`config.mk`:
```
export PLATFORM = sky130hd
export DESIGN_NAME = irq_ctrl
export DESIGN_NICKNAME = d
export VERILOG_FILES = /design/src/rtl/irq_pkg.sv /design/src/rtl/irq_sync.sv /design/src/rtl/irq_ctrl.sv
export SDC_FILE = /design/constraint.sdc
export NUM_CORES = 1
export LEC_CHECK = 0
export ABC_AREA = 1
export BUFFER_PORTS_ARGS = -buffer_cell sky130_fd_sc_hd__buf_2
export CAP_MARGIN = 25
export CORE_MARGIN = 2
export CORE_UTILIZATION = 51
export CTS_BUF_LIST = sky130_fd_sc_hd__clkbuf_8
export DETAILED_ROUTE_END_ITERATION = 16
export PLACE_DENSITY_LB_ADDON = 0.12
export SLEW_MARGIN = 15
export SYNTH_ARGS = -nofsm -noshare
export SYNTH_HDL_FRONTEND = slang
export SYNTH_HIERARCHICAL = 1
export SYNTH_SLANG_ARGS = --single-unit
```
`constraint.sdc`:
```
create_clock -name clk -period 1.06 [get_ports clk]
set_input_delay 0.212 -clock clk [delete_from_list [all_inputs] [get_ports clk]]
set_output_delay 0.212 -clock clk [all_outputs]
set_load 0.01 [all_outputs]
```
`src/rtl/irq_pkg.sv`:
```
// Purpose : shared FSM state encoding and priority encoder for the interrupt controller.
// Latency : n/a (types and a combinational helper only).
// Backpressure: n/a.
package irq_pkg;

    // Controller states: waiting, requesting the core, core inside a handler.
    typedef enum logic [1:0] {
        ST_IDLE = 2'd0,
        ST_REQ  = 2'd1,
        ST_SVC  = 2'd2
    } irq_state_t;

    // Widest source vector the priority encoder accepts. Callers zero-extend
    // their vector to this width and pass their real source count.
    localparam int PRIO_MAX_SRC = 32;

    // Lowest set index among the first num_src bits of vec; 0 when none set.
    // Scanning from the top down lets the lowest index overwrite the result,
    // which keeps index 0 the highest priority without a break statement.
    function automatic int prio_enc(input logic [PRIO_MAX_SRC-1:0] vec,
                                    input int                      num_src);
        int idx;
        idx = 0;
        for (int i = PRIO_MAX_SRC - 1; i >= 0; i--) begin
            if ((i < num_src) && vec[i]) begin
                idx = i;
            end
        end
        return idx;
    endfunction

endpackage

```
`src/rtl/irq_sync.sv`:
```
// Purpose : one-bit synchroniser for an asynchronous interrupt line plus rising-edge detect.
// Latency : SYNC_STAGES clk edges to s_sync, rise valid in the same cycle as the new s_sync.
// Backpressure: none; free-running.
//
// Ports:
//   clk    system clock, rising edge
//   rst    asynchronous active-low reset
//   d      raw asynchronous input line
//   s_sync synchronised level (last stage of the chain)
//   rise   s_sync high while the previous sampled value was low
module irq_sync #(
    parameter int SYNC_STAGES = 2   // must be >= 2
) (
    input  logic clk,
    input  logic rst,
    input  logic d,
    output logic s_sync,
    output logic rise
);

    logic [SYNC_STAGES-1:0] chain;
    logic                   s_prev;

    // s_prev clears on reset, so a line already high when reset releases is
    // seen as a fresh rising edge once it emerges from the chain.
    always_ff @(posedge clk or negedge rst) begin
        if (!rst) begin
            chain  <= '0;
            s_prev <= 1'b0;
        end else begin
            chain  <= {chain[SYNC_STAGES-2:0], d};
            s_prev <= chain[SYNC_STAGES-1];
        end
    end

    assign s_sync = chain[SYNC_STAGES-1];
    assign rise   = s_sync & ~s_prev;

endmodule

```
`src/rtl/irq_ctrl.sv`:
```
// Purpose : synchronise, latch, mask and prioritise NUM_SRC interrupt lines into one core request.
// Latency : src_in rise to irq_req high in SYNC_STAGES+2 clk edges when idle; re-request 2 edges after irq_done.
// Backpressure: request held (never withdrawn) until irq_ack; no new request until irq_done.
//
// Ports:
//   clk, rst    clock and asynchronous active-low reset
//   src_in      raw asynchronous interrupt lines
//   edge_mode   per source: 1 = rising-edge latched, 0 = level
//   src_en      per-source enable mask
//   global_en   master enable
//   irq_ack     core accepts the current request (pulse)
//   irq_done    core finished its handler (pulse)
//   irq_req     request to the core
//   irq_id      source index of the current request / service
//   pending     registered pending vector before masking
//   in_service  core is inside a handler
module irq_ctrl
    import irq_pkg::*;
#(
    parameter int NUM_SRC     = 4,
    parameter int SYNC_STAGES = 2,  // must be >= 2
    parameter int ID_W        = 2   // 2**ID_W must cover NUM_SRC
) (
    input  logic               clk,
    input  logic               rst,
    input  logic [NUM_SRC-1:0] src_in,
    input  logic [NUM_SRC-1:0] edge_mode,
    input  logic [NUM_SRC-1:0] src_en,
    input  logic               global_en,
    input  logic               irq_ack,
    input  logic               irq_done,
    output logic               irq_req,
    output logic [ID_W-1:0]    irq_id,
    output logic [NUM_SRC-1:0] pending,
    output logic               in_service
);

    logic [NUM_SRC-1:0] s_sync;
    logic [NUM_SRC-1:0] rise;
    logic [NUM_SRC-1:0] pend_q;
    logic [NUM_SRC-1:0] pend_nxt;
    logic [NUM_SRC-1:0] ack_clr;
    logic [NUM_SRC-1:0] eligible;
    logic [ID_W-1:0]    winner;
    logic [ID_W-1:0]    id_q;
    logic [ID_W-1:0]    id_nxt;
    logic               ack_take;
    irq_state_t         state;
    irq_state_t         state_nxt;

    // ------------------------------------------------------------------
    // Input synchronisers
    // ------------------------------------------------------------------
    for (genvar g = 0; g < NUM_SRC; g++) begin : g_sync
        irq_sync #(
            .SYNC_STAGES (SYNC_STAGES)
        ) u_sync (
            .clk    (clk),
            .rst    (rst),
            .d      (src_in[g]),
            .s_sync (s_sync[g]),
            .rise   (rise[g])
        );
    end

    // ------------------------------------------------------------------
    // Pending register
    // ------------------------------------------------------------------
    // An ack only counts while a request is actually outstanding; stray
    // acks in IDLE or SERVICE must not clear anything.
    assign ack_take = (state == ST_REQ) && irq_ack;

    for (genvar g = 0; g < NUM_SRC; g++) begin : g_clr
        assign ack_clr[g] = ack_take && (id_q == ID_W'(g));
    end

    // Edge sources: a new rise beats a same-cycle ack clear.
    // Level sources simply track the synchronised line one cycle later.
    assign pend_nxt = (edge_mode  & (rise | (pend_q & ~ack_clr)))
                    | (~edge_mode & s_sync);

    always_ff @(posedge clk or negedge rst) begin
        if (!rst) begin
            pend_q <= '0;
        end else begin
            pend_q <= pend_nxt;
        end
    end

    // ------------------------------------------------------------------
    // Masking and arbitration
    // ------------------------------------------------------------------
    assign eligible = global_en ? (pend_q & src_en) : '0;
    assign winner   = ID_W'(prio_enc(PRIO_MAX_SRC'(eligible), NUM_SRC));

    // ------------------------------------------------------------------
    // Request / service FSM
    // ------------------------------------------------------------------
    always_ff @(posedge clk or negedge rst) begin
        if (!rst) begin
            state <= ST_IDLE;
            id_q  <= '0;
        end else begin
            state <= state_nxt;
            id_q  <= id_nxt;
        end
    end

    // irq_id is latched only on the IDLE->REQ transition so it stays
    // stable through the whole request and the following service.
    always_comb begin
        state_nxt  = state;
        id_nxt     = id_q;
        irq_req    = 1'b0;
        in_service = 1'b0;
        case (state)
            ST_IDLE: begin
                if (|eligible) begin
                    state_nxt = ST_REQ;
                    id_nxt    = winner;
                end
            end
            ST_REQ: begin
                // Held even if the source drops or gets masked; only the
                // core's ack retires it. A coincident done is ignored.
                irq_req = 1'b1;
                if (irq_ack) begin
                    state_nxt = ST_SVC;
                end
            end
            ST_SVC: begin
                in_service = 1'b1;
                if (irq_done) begin
                    state_nxt = ST_IDLE;
                end
            end
            default: begin
                state_nxt = ST_IDLE;
            end
        endcase
    end

    assign irq_id  = id_q;
    assign pending = pend_q;

endmodule

```
==> out/qor.yml <==
worst_hold_path:
  holdPathEnd: "g_sync[2].u_sync/chain[0]$_DFF_PN0_"
  hold_class: "input pin to flop"
  worstHoldPathCells: 1
  hp-start: "src_in[2]"
setup_path:
  r2r_end: "pending[2]$_DFF_PN0_"
  arrival_ns: 0.95
  slowest_delay_ns: 0.43
  start_kind: "flop"
  rrSetupSlack_ns: -0.01
  path_delay_family: "flip-flops"
  path_max_fanout: 3
  slowest_stage: "dfrtp_2"
  cp_cell_sequence: "inv_2, nor2_1, buf_2"
  worst_r2r_path_depth: 6
  endpoint_kind: "output port"
  critPathKind: "flop to output port"
  crit-reg2reg-launch: "state[0]$_DFFE_PN0P_"
  required_ns: 0.85
  path_buf_inv: 2
sta:
  setup_viol: 3
  fmax_mhz: 862.0
  rsz0062_at_grt: "yes"
  min_period_ns: 1.160
  fin_tns_setup_ns: -0.2006
  setup_slack_ns: -0.1001
  whs_ns: 0.05382
  tightestPinTransition_ns: 0.4362
  slew_violations: 0
  maxSlewHeadroom_pct: 70.92
  finalHoldViolCount: 0
  fin_crit_sh_pct: 109.4
  clock_skew_ns: 0.004372
clock_network:
  cts.htree.levels: 1
  path_clk_slew_ns: 0.07
  cts_root_buf: "clkbuf_8"
  clkLatencyLatePin_ns: 0.26
  cts_tree: "done"
  cts_buffers: 3
  clock_sinks: 20
  cts_buffer_depth: 2
cells_and_area:
  regArea_um2: 501.7
  final_util_pct: 75.63
  multi_input_area_um2: 265.3
  nFillCells: 111
  diodes: 0
  drive_gt1_share_pct: 44.26
  area_growth_pct: 39.32
  nNetsFinal: 140
route:
  route.detailed.drc: 0
  dr.pass1.iters: 4
  routed_wl_um: 1736
  wl_per_cell_um: 12.58
  drtIter0Drc: 9
  ant_nets: 0
  vias: 675
  via_per_inst: 4.891
logic_synthesis:
  synth_top_area_share_pct: 61.92
  ys_warn_count: 6
  synth-seq-cells: 20
  synthFlopType: "dfrtp_1"
  yosysSeqAreaShare_pct: 61.92
  synth_most_common_cell: "dfrtp_1"
  async_reset_ff_share_pct: 100.0
  netlist_area_um2: 808.3
  avgSynthCellArea_um2: 9.509
  ys_types: 14
  syn_nets: 102
  postSynthCellCount: 85
  synthTopCellsByCount: "dfrtp_1, inv_1, nand2_1, nor2_1"
  yosysTopAreaCell: "dfrtp_1"
  synthTopCellsByArea: "dfrtp_1, inv_1, nand2_1"
  synth_edf_count: 0
global_route:
  grt_pass1_vias: 655
  grt_max_degree: 21
  grt_pass1_wl_um: 2746
  antenna_found_initial: 0
  grtUsageTotal_pct: 21.21
  overflow: 0
power_and_ir_drop:
  ir_drop_v: 0.001665
  power_density_nw_per_um2: 2354
  p_leak_nw: 0.6131
die:
  io_pins: 25
  die_area_um2: 1919
  rows: 14
  die_h_um: 43.81
  initial_core_util_pct: 54.29
  core_um2: 1489
  fp.dieW_um: 43.81
place:
  portBuffers: 24
  globalplace.congestion: 0.9062
  dpl.hpwl_um: 1112
  dp_slack_ns: 0.05989
flow_run:
  drv_cap: 0
outcome:
  failed_checks: "setup timing"
  run_status: "finished with violations"
-- layout make-up --
class	instances	area share (%)
clock buffers	3	3.667
clock inverters	1	2.667
inverters	18	6.000
multi-input cells	47	23.56
flip-flops and latches	20	44.56
well taps	16	1.778
repair buffers	33	17.78
-- cell families (layout without fill, tap and decap cells) --
family / after synthesis / after routing / synth area share [%]
compound gates: 11 / 11 / 9.288
buf+inv: 18 / 55 / 8.359
flops: 20 / 20 / 61.92
simple gates: 36 / 36 / 20.43
-- per-layer routing --
| layer | global-route usage, % | up-vias | share of wire, % | routed length, um |
|---|---|---|---|---|
| li1 | - | 329 | - | - |
| met1 | 23.03 | 319 | 38 | 663 |
| met2 | 37.94 | 23 | 55 | 961 |
| met3 | 5.000 | 4 | 4.1 | 71 |
| met4 | 10.91 | 0 | 2.3 | 40 |
| met5 | 0 | - | 0 | 0 |
-- worst register-to-register path, cell delays in order (launching register included) --
cell and delay, ns:
dfrtp_1 0.39, inv_2 0.06, nor2_4 0.13, buf_6 0.13
nand2_8 0.06, o21ai_2 0.14, a21oi_2 0.06
-- flip-flops by register name, indices dropped and copies added (netlist names) --
signal,cells
state,2
g_sync.u_sync/s_prev,4
irq_id,2
pending,4
g_sync.u_sync/chain,8
-- metrics by stage --
step           instance area [um2]  total power, mW  cells
2_1_floorplan                808.3            1.375     85
3_3_place_gp                 948.4            1.578    125
3_5_place_dp                 948.4            1.597    125
4_1_cts                       1066            2.499    134
5_1_grt                       1126            2.812    138
6_report                      1126            2.651    138
-- how the worst max path moves through the flow --
stage | startpoint | to | slack (ns) | cells past startpoint
after floorplan | state[1]$_DFFE_PN0P_ | pending[0]$_DFF_PN0_ | 0.12 | 4
after global placement | state[1]$_DFFE_PN0P_ | pending[1]$_DFF_PN0_ | 0.10 | 4
after detailed placement | pending[3]$_DFF_PN0_ | irq_id[0]$_DFFE_PN0P_ | 0.06 | 6
after CTS | state[1]$_DFFE_PN0P_ | in_service | -0.11 | 3
after global routing | state[1]$_DFFE_PN0P_ | in_service | -0.17 | 3
final | state[1]$_DFFE_PN0P_ | in_service | -0.10 | 3
-- repair_timing --
item                                    CTS  global route
endpoints found under the setup margin    3            13
pin swaps                                 1             1
setup buffers                             4             4
endpoints found under the hold margin    20             0
gates resized for setup                   2             9
hold buffers                              1             0
-- cell usage in the layout (no fill, tap or decap), types with 3 or more instances in the layout --
cell	synthesis	layout
inv_1	17	15
nand2_1	13	11
buf_4	0	7
dfrtp_1	20	19
nand3_1	4	4
buf_2	0	23
nor2_1	13	12
o21ai_2	4	4
inv_2	1	3
clkbuf_8	0	3
a21oi_1	4	3
nor2_2	4	4
-- power by group --
group | switching [mW] | internal (mW) | total, mW
logic | 0.491 | 0.423 | 0.914
clock network | 0.239 | 0.504 | 0.743
registers | 0.111 | 0.882 | 0.993
Note: power is estimated with default switching activity, not from simulation.
